$ cat src/rtl/nic8_ctrl_pkg.sv
// nic8_ctrl_pkg
// Shared definitions for the nic8 control sequencer:
//   - instruction-register field positions
//   - source / dest encodings (DEST_HALT added for the registered controller)
//   - sequencer state encoding
//   - bit indices of the 14-bit legacy control bundle, so the CPU top level
//     can repack the individual strobes into the old vector layout
package nic8_ctrl_pkg;

    // IR layout, MSB to LSB: {bit7, bit6, source[1:0], dest[2:0], indexed}
    localparam int IR_BIT7     = 7;
    localparam int IR_BIT6     = 6;
    localparam int IR_SRC_MSB  = 5;
    localparam int IR_SRC_LSB  = 4;
    localparam int IR_DEST_MSB = 3;
    localparam int IR_DEST_LSB = 1;
    localparam int IR_INDEXED  = 0;

    typedef enum logic [1:0] {
        SRC_M = 2'd0,
        SRC_E = 2'd1,
        SRC_A = 2'd2,
        SRC_X = 2'd3
    } src_e;

    typedef enum logic [2:0] {
        DEST_IR   = 3'd0,
        DEST_PC   = 3'd1,
        DEST_A    = 3'd2,
        DEST_X    = 3'd3,
        DEST_B    = 3'd4,
        DEST_MEM  = 3'd5,
        DEST_OUT  = 3'd6,
        DEST_HALT = 3'd7
    } dest_e;

    typedef enum logic [1:0] {
        ST_FETCH = 2'd0,
        ST_EXEC  = 2'd1,
        ST_HALT  = 2'd2
    } state_e;

    // Legacy 14-bit control bundle bit positions
    localparam int CTL_W           = 14;
    localparam int CTL_LOAD_IR     = 13;
    localparam int CTL_LOAD_PC     = 12;
    localparam int CTL_LOAD_A      = 11;
    localparam int CTL_LOAD_B      = 10;
    localparam int CTL_LOAD_X      = 9;
    localparam int CTL_DO_OUT      = 8;
    localparam int CTL_STORE_MEM   = 7;
    localparam int CTL_ASSERT_M    = 6;
    localparam int CTL_ASSERT_E    = 5;
    localparam int CTL_ASSERT_A    = 4;
    localparam int CTL_ASSERT_X    = 3;
    localparam int CTL_IMMEDIATE   = 2;
    localparam int CTL_DO_SUBTRACT = 1;
    localparam int CTL_DO_JUMP     = 0;

endpackage

$ cat src/rtl/ir_decode.sv
// ir_decode
// Purely combinational field decode of the latched instruction word.
// Ports:
//   ir        in   latched instruction word
//   flag_z    in   registered zero flag (pre-update value)
//   flag_c    in   registered carry flag (pre-update value)
//   src_oh    out  one-hot source select, indexed by src_e
//   dest_oh   out  one-hot destination, indexed by dest_e
//   immediate out  operand comes from the byte after the opcode (~indexed)
//   subtract  out  ALU subtract mode (bit6)
//   mem_op    out  instruction touches memory (source M or dest Mem)
//   jc        out  jump condition
module ir_decode
    import nic8_ctrl_pkg::*;
(
    input  logic [7:0] ir,
    input  logic       flag_z,
    input  logic       flag_c,
    output logic [3:0] src_oh,
    output logic [7:0] dest_oh,
    output logic       immediate,
    output logic       subtract,
    output logic       mem_op,
    output logic       jc
);

    src_e  src;
    dest_e dest;
    logic  b6;
    logic  b7;

    always_comb begin
        src       = src_e'(ir[IR_SRC_MSB:IR_SRC_LSB]);
        dest      = dest_e'(ir[IR_DEST_MSB:IR_DEST_LSB]);
        b6        = ir[IR_BIT6];
        b7        = ir[IR_BIT7];
        src_oh    = 4'b0001 << src;
        dest_oh   = 8'b0000_0001 << dest;
        immediate = ~ir[IR_INDEXED];
        subtract  = b6;
        mem_op    = (src == SRC_M) || (dest == DEST_MEM);
        // bit6&bit7 together encode an unconditional jump
        jc        = (b6 & flag_z) | (b7 & flag_c) | (b6 & b7);
    end

endmodule

$ cat src/rtl/control_seq.sv
// control_seq
// Registered FETCH/EXEC control sequencer for the nic8 CPU. Latches the
// instruction word, owns the zero/carry flags and a retired-instruction
// counter, and stalls memory operations on mem_ready.
//
// state | meaning
// FETCH | drive M onto the bus, capture IR when memory is ready
// EXEC  | decode ir_q, strobe loads once the cycle completes
// HALT  | everything idle until reset
//
// Ports:
//   clk, reset_n          system clock, synchronous active-low reset
//   mem_data, mem_ready   memory read bus and its ready handshake
//   alu_result, alu_carry ALU outputs, sampled only into the flag registers
//   loadIR..storeMem      register-load strobes
//   assertM..assertX      one-hot bus-source select
//   immediate, doSubtract, doJump  datapath mode bits
//   pc_inc                increment PC this cycle
//   halted                high while in HALT
//   flag_z, flag_c        registered flags
//   retired               completed EXEC phases, wraps
module control_seq
    import nic8_ctrl_pkg::*;
#(
    parameter int DATA_W = 8,
    parameter int CNT_W  = 16
) (
    input  logic              clk,
    input  logic              reset_n,
    input  logic [7:0]        mem_data,
    input  logic              mem_ready,
    input  logic [DATA_W-1:0] alu_result,
    input  logic              alu_carry,
    output logic              loadIR,
    output logic              loadPC,
    output logic              loadA,
    output logic              loadB,
    output logic              loadX,
    output logic              doOut,
    output logic              storeMem,
    output logic              assertM,
    output logic              assertE,
    output logic              assertA,
    output logic              assertX,
    output logic              immediate,
    output logic              doSubtract,
    output logic              doJump,
    output logic              pc_inc,
    output logic              halted,
    output logic              flag_z,
    output logic              flag_c,
    output logic [CNT_W-1:0]  retired
);

    state_e           state;
    state_e           state_nxt;
    logic [7:0]       ir_q;
    logic [7:0]       ir_nxt;
    logic [CTL_W-1:0] ctl;
    logic [CTL_W-1:0] ctl_out;
    logic             pc_inc_c;
    logic             retire;
    logic             complete;

    logic [3:0]       src_oh;
    logic [7:0]       dest_oh;
    logic             dec_imm;
    logic             dec_sub;
    logic             mem_op;
    logic             jc;

    ir_decode u_ir_decode (
        .ir        (ir_q),
        .flag_z    (flag_z),
        .flag_c    (flag_c),
        .src_oh    (src_oh),
        .dest_oh   (dest_oh),
        .immediate (dec_imm),
        .subtract  (dec_sub),
        .mem_op    (mem_op),
        .jc        (jc)
    );

    always_comb begin
        state_nxt = state;
        ir_nxt    = ir_q;
        ctl       = '0;
        pc_inc_c  = 1'b0;
        retire    = 1'b0;
        complete  = 1'b0;
        case (state)
            ST_FETCH: begin
                ctl[CTL_ASSERT_M] = 1'b1;
                pc_inc_c          = mem_ready;
                if (mem_ready) begin
                    ir_nxt    = mem_data;
                    state_nxt = ST_EXEC;
                end
            end
            ST_EXEC: begin
                // selects and mode bits stay up through any stall
                ctl[CTL_ASSERT_M]     = src_oh[SRC_M];
                ctl[CTL_ASSERT_E]     = src_oh[SRC_E];
                ctl[CTL_ASSERT_A]     = src_oh[SRC_A];
                ctl[CTL_ASSERT_X]     = src_oh[SRC_X];
                ctl[CTL_IMMEDIATE]    = dec_imm;
                ctl[CTL_DO_SUBTRACT]  = dec_sub;
                complete = mem_ready | ~mem_op;
                if (complete) begin
                    retire = 1'b1;
                    if (dest_oh[DEST_HALT]) begin
                        state_nxt = ST_HALT;
                    end else begin
                        ctl[CTL_LOAD_IR]   = dest_oh[DEST_IR];
                        ctl[CTL_LOAD_PC]   = dest_oh[DEST_PC] & jc;
                        ctl[CTL_DO_JUMP]   = dest_oh[DEST_PC] & jc;
                        ctl[CTL_LOAD_A]    = dest_oh[DEST_A];
                        ctl[CTL_LOAD_X]    = dest_oh[DEST_X];
                        ctl[CTL_LOAD_B]    = dest_oh[DEST_B];
                        ctl[CTL_STORE_MEM] = dest_oh[DEST_MEM];
                        ctl[CTL_DO_OUT]    = dest_oh[DEST_OUT];
                        pc_inc_c           = dec_imm & src_oh[SRC_M];
                        if (dest_oh[DEST_IR]) begin
                            // only memory can feed IR here; other sources degrade to a NOP
                            ir_nxt    = src_oh[SRC_M] ? mem_data : 8'h00;
                            state_nxt = ST_EXEC;
                        end else begin
                            state_nxt = ST_FETCH;
                        end
                    end
                end
            end
            ST_HALT: begin
                state_nxt = ST_HALT;
            end
            default: begin
                state_nxt = ST_FETCH;
            end
        endcase
    end

    // reset suppresses every strobe in the cycle it is asserted
    assign ctl_out    = reset_n ? ctl : '0;
    assign pc_inc     = reset_n & pc_inc_c;
    assign halted     = (state == ST_HALT);

    assign loadIR     = ctl_out[CTL_LOAD_IR];
    assign loadPC     = ctl_out[CTL_LOAD_PC];
    assign loadA      = ctl_out[CTL_LOAD_A];
    assign loadB      = ctl_out[CTL_LOAD_B];
    assign loadX      = ctl_out[CTL_LOAD_X];
    assign doOut      = ctl_out[CTL_DO_OUT];
    assign storeMem   = ctl_out[CTL_STORE_MEM];
    assign assertM    = ctl_out[CTL_ASSERT_M];
    assign assertE    = ctl_out[CTL_ASSERT_E];
    assign assertA    = ctl_out[CTL_ASSERT_A];
    assign assertX    = ctl_out[CTL_ASSERT_X];
    assign immediate  = ctl_out[CTL_IMMEDIATE];
    assign doSubtract = ctl_out[CTL_DO_SUBTRACT];
    assign doJump     = ctl_out[CTL_DO_JUMP];

    always_ff @(posedge clk) begin
        if (!reset_n) begin
            state   <= ST_FETCH;
            ir_q    <= '0;
            flag_z  <= 1'b0;
            flag_c  <= 1'b0;
            retired <= '0;
        end else begin
            state <= state_nxt;
            ir_q  <= ir_nxt;
            // loadA only rises on a completing A-dest cycle
            if (ctl[CTL_LOAD_A]) begin
                flag_z <= (alu_result == '0);
                flag_c <= alu_carry;
            end
            if (retire) begin
                retired <= retired + CNT_W'(1);
            end
        end
    end

endmodule

$ cat config.mk
export PLATFORM = sky130hd
export DESIGN_NAME = control_seq
export DESIGN_NICKNAME = d
export VERILOG_FILES = /design/src/rtl/nic8_ctrl_pkg.sv /design/src/rtl/ir_decode.sv /design/src/rtl/control_seq.sv
export SDC_FILE = /design/constraint.sdc
export NUM_CORES = 1
export LEC_CHECK = 0
export BUFFER_PORTS_ARGS = -buffer_cell sky130_fd_sc_hd__buf_4
export CAP_MARGIN = 15
export CORE_UTILIZATION = 53
export DETAILED_ROUTE_END_ITERATION = 6
export PLACE_DENSITY_LB_ADDON = 0.15
export SETUP_SLACK_MARGIN = 0.3
export SYNTH_ARGS = -nofsm -noshare
export SYNTH_HDL_FRONTEND = slang
export SYNTH_HIERARCHICAL = 1
export SYNTH_SLANG_ARGS = --single-unit
export TNS_END_PERCENT = 50
$ cat constraint.sdc
create_clock -name clk -period 5.6 [get_ports clk]
set_input_delay 1.12 -clock clk [delete_from_list [all_inputs] [get_ports clk]]
set_output_delay 1.12 -clock clk [all_outputs]
set_load 0.005 [all_outputs]
==> flow_metrics.tcl, run 1 <==
set metrics [dict create \
    critPathRequiredTime_ns 4.48 \
    vdd_drop_max_uv 177.4 \
    synth_area_leaders "dfxtp_1 (37%), a21oi_1 (7.9%), nand2b_1 (5.4%), and3_1 (4.9%), nand3b_1 (4.0%)" \
    highest-signal-layer "met4" \
    r2r_slack_ns 3.08 \
    critPathTopFamily "simple AND/OR/NAND/NOR gates" \
    synth_top_area_share 0.3690 \
    finalNetCount 257 \
    cts_resized 0 \
    cts_root_buffer "clkbuf_4" \
    drt_iter0_markers 69 \
    synth_warnings 6 \
    wire_per_inst_um 12.72 \
    seq_area_frac_synth 0.3690 \
    dieArea_um2 3084 \
    yosysUniqueCellTypes 38 \
    cts_hold_buffers 0 \
    dp.cells 262 \
    post_cts_buffers 0 \
    hpwl_um 2392 \
    ios 54 \
    max_stage_delay_ns 0.92 \
    rsz0062_at_grt "no" \
    grt_antenna_before_repair 0 \
    cts.clk_slew.worst_paths_ns 0.16 \
    dr.pass1.iters 4 \
    whs_path_depth 2 \
    finalCritPeriodShare 0.7160 \
    worst_pin_slew_ns 1.148 \
    end_kind "primary output" \
    drc 0 \
    numCtsBuffers 3 \
    critPathSlowestCell "nor3_1" \
    worstHoldPathType "flip-flop to flip-flop" \
    critPathBufInv 1 \
    run_status "finished, final reports clean" \
    routed_wl_um 3383 \
    cp-startpoint "ir_q[2]" \
    portBuffers 53 \
    min_period_ns 4.010 \
    dr_total_vias 1512 \
    finalNonFillerCells 266 \
    dp_slack_ns 1.806 \
    htreeDepth 1 \
    final.setup.tns_ns 0 \
    arrival_ns 2.89 \
    start_util 0.5556 \
    power_density_nw_per_um2 209.9 \
    grt_pass1_wl_um 5526 \
    die_w_um 55.54 \
    globalplace.congestion 0.7601 \
    cts.sinks 28 \
    min_to "retired[15]" \
    crit_type "flip-flop to primary output" \
    syn-cell-area_um2 1519 \
    r2r-end "flag_z" \
    hp-start "retired[15]" \
    core_area_um2 2734 \
    clk_latency_ns 0.34 \
    path_depth 7 \
    synthesis.nets 208 \
    reg2reg_depth 6 \
    wl_met2_um 1540 \
    hold_viol 0 \
    rows 19 \
    synth_area_per_cell_um2 8.123 \
    grt_max_degree 27 \
    ant_nets 0 \
    fp.dieH_um 55.54 \
    cp-start-kind "flip-flop" \
    fin_ws_ns 1.590 \
    skew_ns 0.002190 \
    clockBufferDepth 2 \
    netlist_instances 187 \
    grt_pass1_vias 1314 \
    setup_viol 0 \
    path_cells "and3b_1, or2_1, nor2b_1, nor3_1, nand3_1, a21oi_1, buf_4" \
    vias_per_cell 5.684 \
    timing.rr.start "ir_q[2]" \
    drive_gt1_frac 0.2681 \
    leakage_uw 0.0008367 \
    cts_tree "built" \
    critical_path.max_fanout 12 \
    synth_top_area_cell "dfxtp_1" \
    ys_ff_latch 28 \
    area.growth.synth_to_final_pct 29.32 \
    wirelength_met1_um 1631 \
    cap_violations 0 \
    slew_headroom 0.2289 \
    wl_met3_um 161 \
    antenna_cells 0 \
    max_freq_mhz 249.4 \
    track_usage 0.2202 \
    slew_viol_final 0 \
    overflow 0 \
]
[synthesized netlist by cell type (all sizes together)]
| cell type | count |
|---|---|
| and3 | 13 |
| xnor2 | 3 |
| nor4b | 1 |
| inv | 5 |
| or2b | 1 |
| a221oi | 1 |
| nor2 | 13 |
| or4 | 6 |
| or2 | 1 |
| or3 | 3 |
| xor2 | 3 |
| nand3 | 7 |
| clkinv | 1 |
| nand2 | 9 |
| and2b | 2 |
| a21oi | 24 |
| nand4 | 4 |
| nand2b | 14 |
| and3b | 2 |
| buf | 4 |
| dfxtp | 28 |
| clkbuf | 5 |
| nor2b | 3 |
| mux2i | 1 |
| nand3b | 8 |
| nor4 | 4 |
| o31ai | 6 |
| ha | 1 |
| o21ai | 3 |
| and2 | 2 |
| nor3b | 3 |
| and4 | 2 |
| a21bo | 2 |
| nor3 | 2 |
[metrics by stage]
step / hold slack, ns / total power [uW] / util / cell area (um^2)
2_1_floorplan: 0.4461 / 254.4 / - / 1519
3_5_place_dp: 0.4801 / 278.4 / 0.6993 / 1912
6_report: 0.4974 / 412.3 / 0.7185 / 1964
4_1_cts: 0.4999 / 414.1 / 0.7185 / 1964
3_3_place_gp: 0.4550 / 276.3 / 0.6993 / 1912
5_1_grt: 0.5265 / 426.1 / 0.7185 / 1964
[layout by cell type, fill, tap and decap left out, drive strengths merged, types with 7 or more instances in the layout]
| cell | netlist | final |
|---|---|---|
| a21oi | 24 | 24 |
| and3 | 13 | 13 |
| buf | 4 | 53 |
| dfxtp | 28 | 28 |
| nand2 | 9 | 9 |
| nand2b | 14 | 14 |
| nand3 | 7 | 7 |
| nand3b | 8 | 8 |
| nor2 | 13 | 13 |
[worst reg2reg max path, stage by stage, from the launching register on]
cell and delay (ns):
dfxtp_1 0.48, and3b_1 0.23, or2_1 0.24, nor2b_1 0.19, nor3_1 0.92, a21bo_2 0.27
a21oi_1 0.06
[sequential cells by signal, summed over array words and instances (netlist names)]
| register | count |
|---|---|
| ir_q | 8 |
| flag_z | 1 |
| flag_c | 1 |
| state | 2 |
| retired | 16 |
[report_power, final]
| group | leakage [uW] | switching, uW | internal [uW] |
|---|---|---|---|
| registers | 0.000227 | 8.60 | 206 |
| logic | 0.000581 | 30.5 | 29.9 |
| clock network | 0.0000279 | 64.9 | 72.5 |
| total | 0.000837 | 104 | 308 |
[area by class of cell]
type,instances,area (um^2)
Sequential cell,28,560.5
Fill cell,218,769.5
Timing Repair Buffer,53,397.9
Tap cell,31,38.79
Multi-Input combinational cell,144,892.1
Inverter,6,22.52
Clock inverter,1,30.03
Clock buffer,3,22.52
[per-layer routing]
metal | up-vias | global-route usage
met5 | - | 0
met1 | 690 | 0.2976
li1 | 774 | -
met3 | 5 | 0.03279
met4 | 0 | 0.09643
met2 | 43 | 0.3494
[worst max path at each step]
stage,slack [ns],end
2_1_floorplan,2.43,loadPC
4_1_cts,1.61,pc_inc
6_report,1.59,pc_inc
3_5_place_dp,1.81,pc_inc
3_3_place_gp,1.90,pc_inc
5_1_grt,1.39,pc_inc
[cell families (layout without fill, tap and decap cells)]
family / count (synthesis) / after routing / share of synthesized area
AND/OR/NAND/NOR: 100 / 100 / 0.3962
AO/OA/AOI/OAI: 36 / 36 / 0.1417
flip-flops: 28 / 28 / 0.3690
buffers and inverters: 15 / 63 / 0.04365
XOR/XNOR: 6 / 6 / 0.03460
adder cells (fa/ha/maj): 1 / 1 / 0.008236
multiplexers: 1 / 1 / 0.006590
Note: power is estimated with default switching activity, not from simulation.
==> inputs of run 2 (changes only) <==
Settings changed: ABC_AREA set to 1, CORE_UTILIZATION 53 to 45.
Clock period 5.6 ns to 3.6 ns, I/O delays scaled along.
==> run 2 against run 1 <==
Compared with the run above: register-to-register slack worse by 1.4 ns; largest cell class unchanged; routed wire length up 11%; final cell count rose by 38%.
==> flow_metrics.tcl, run 2 <==
set metrics [dict create \
    cts_root_buffer "clkbuf_8" \
    vdd_drop_max_uv 329.1 \
    dominantRegCellSynth "dfxtp_1" \
    wl_met3_um 240 \
    slew_viol_final 0 \
    cts_tree "built" \
    routed_wl_um 3756 \
    fp.dieH_um 62.81 \
    antenna_cells 0 \
    post_cts_buffers 0 \
    critPathBufInv 3 \
    numCtsBuffers 3 \
    hold_viol 0 \
    overflow 0 \
    worst_pin_slew_ns 0.4576 \
    run_status "finished, final reports clean" \
    cts.clk_slew.worst_paths_ns 0.10 \
    max_stage_delay_ns 0.44 \
    globalplace.congestion 0.7965 \
    setup_viol 0 \
    dieArea_um2 3945 \
    finalNetCount 343 \
    largest_reg_flops 16 \
    track_usage 0.2064 \
    core_area_um2 3442 \
    cap_violations 0 \
    wire_per_inst_um 10.23 \
    worstHoldPathType "flip-flop to flip-flop" \
    cp-start-kind "flip-flop" \
    cts.sinks 28 \
    dr_total_vias 1740 \
    die_w_um 62.81 \
    rsz0062_at_grt "no" \
    portBuffers 53 \
    crit_top_cell "inv_1" \
    start_util 0.4835 \
    drc 0 \
    skew_ns 0.004018 \
    top_register "retired" \
    arrival_ns 1.87 \
    ant_nets 0 \
    grt_antenna_before_repair 0 \
    syn-cell-area_um2 1664 \
    critical_path.max_fanout 11 \
    ios 54 \
    cts_hold_buffers 0 \
    synth_area_per_cell_um2 6.163 \
    vias_per_cell 4.741 \
    leakage_uw 0.001014 \
    critPathRequiredTime_ns 2.88 \
    synth_top_area_share 0.3368 \
    slew_headroom 0.6946 \
    synth_warnings 6 \
    power_density_nw_per_um2 333.6 \
    dp_slack_ns 1.016 \
    rows 21 \
    max_freq_mhz 385.9 \
    synth_edf_count 0 \
    seq_area_frac_synth 0.3368 \
    synth_area_leaders "dfxtp_1 (34%), nand2_1 (14%), nor2_1 (14%), inv_1 (8.8%), a21oi_1 (4.5%)" \
    top_regs "retired: 16 flops, ir_q: 8 flops, state: 2 flops" \
    yosysUniqueCellTypes 29 \
    netlist_top_cells_count "nand2_1 (62), nor2_1 (60), inv_1 (39), dfxtp_1 (28), a21oi_1 (15)" \
    fill_cells 352 \
    netlist_instances 270 \
    end_kind "primary output" \
    area.growth.synth_to_final_pct 29.62 \
    wirelength_met1_um 1876 \
    dr.pass1.iters 4 \
    cts_resized 0 \
    drive_gt1_frac 0.2430 \
    wl_met2_um 1617 \
    critPathTopFamily "simple AND/OR/NAND/NOR gates" \
    grt_max_degree 26 \
    clockBufferDepth 2 \
    layout_commonest_cell "nand2_1" \
    critPathSlowestCell "dfxtp_1" \
    crit_type "flip-flop to primary output" \
    htreeDepth 1 \
    synthArstFlopShare 0 \
    fin_ws_ns 1.009 \
    final.setup.tns_ns 0 \
    min_period_ns 2.591 \
    highest-signal-layer "met4" \
    path_cells "inv_1, nand3_1, nand2_1, inv_1, nor2_1, nor2_2, nand4_1, a21oi_1, buf_4" \
    synth.most_common_cell "nand2_1" \
    synth_top_area_cell "dfxtp_1" \
    ys_ff_latch 28 \
    clk_latency_ns 0.27 \
    layout_common_cells "nand2_1 (62), nor2_1 (60), buf_4 (53), inv_1 (39), dfxtp_1 (28)" \
    grt_pass1_vias 1515 \
    hpwl_um 2897 \
    synthesis.nets 291 \
    drt_iter0_markers 81 \
    grt_pass1_wl_um 6617 \
    finalCritPeriodShare 0.7198 \
]
## run 2: changes by cell type after synthesis, moves of 5 or more
cell	delta
nand3b_1	-7
and3_1	-12
or4_1	-6
nor2_2	+5
nor2_1	+47
inv_1	+34
nand2b_1	-13
nand2_1	+53
a21oi_1	-9
o31ai_1	-6
o21ai_0	+10
## run 2: metrics by stage
stage               hold slack (ns)    util  instances  power [uW]  cell area, um^2
floorplan                    0.4692       -        270       434.0             1664
global placement             0.4921  0.6060        363       477.3             2086
detailed placement           0.4855  0.6060        363       478.9             2086
CTS                          0.5000  0.6267        367       725.9             2157
global route                 0.5317  0.6267        367       763.3             2157
finish                       0.5024  0.6267        367       719.7             2157
## run 2: logic make-up after synthesis
family	share of synthesized area
compound gates	0.1045
buf+inv	0.1195
fa+ha+maj	0.007518
flops	0.3368
xor+xnor	0.005264
simple gates	0.4263
## run 2: per-layer routing
metal,up-vias,track usage
li1,929,-
met1,754,0.2816
met2,55,0.3207
met3,2,0.05474
met4,0,0.04942
met5,-,0
## run 2: final cells by class
type,count,area [um^2],share of cell area
clock buffers,3,41.29,0.01914
clock inverters,1,30.03,0.01392
inverters,44,165.2,0.07657
multi-input cells,192,904.6,0.4194
flip-flops and latches,28,560.5,0.2599
well taps,46,57.56,0.02668
repair buffers,53,397.9,0.1845
## run 2: power by group
group	internal, uW	total (uW)	switching (uW)
logic	52.0	127	74.6
registers	325	345	20.1
clock network	149	248	99.0
## run 2: tightest hold or removal path: stages (launching register included)
cell and delay, ns:
dfxtp_1 0.34, nand2_1 0.07, a21oi_1 0.05
## run 2: final timing paths
path                            slack (ns)  endpoint     from  cells after the start
worst max register to register        1.72   ir_q[1]  ir_q[2]                     11
worst max-delay path                  1.01    pc_inc  ir_q[2]                      9
worst min-delay path                  0.50    flag_c   flag_c                      2
worst min register to register        0.50    flag_c   flag_c                      2
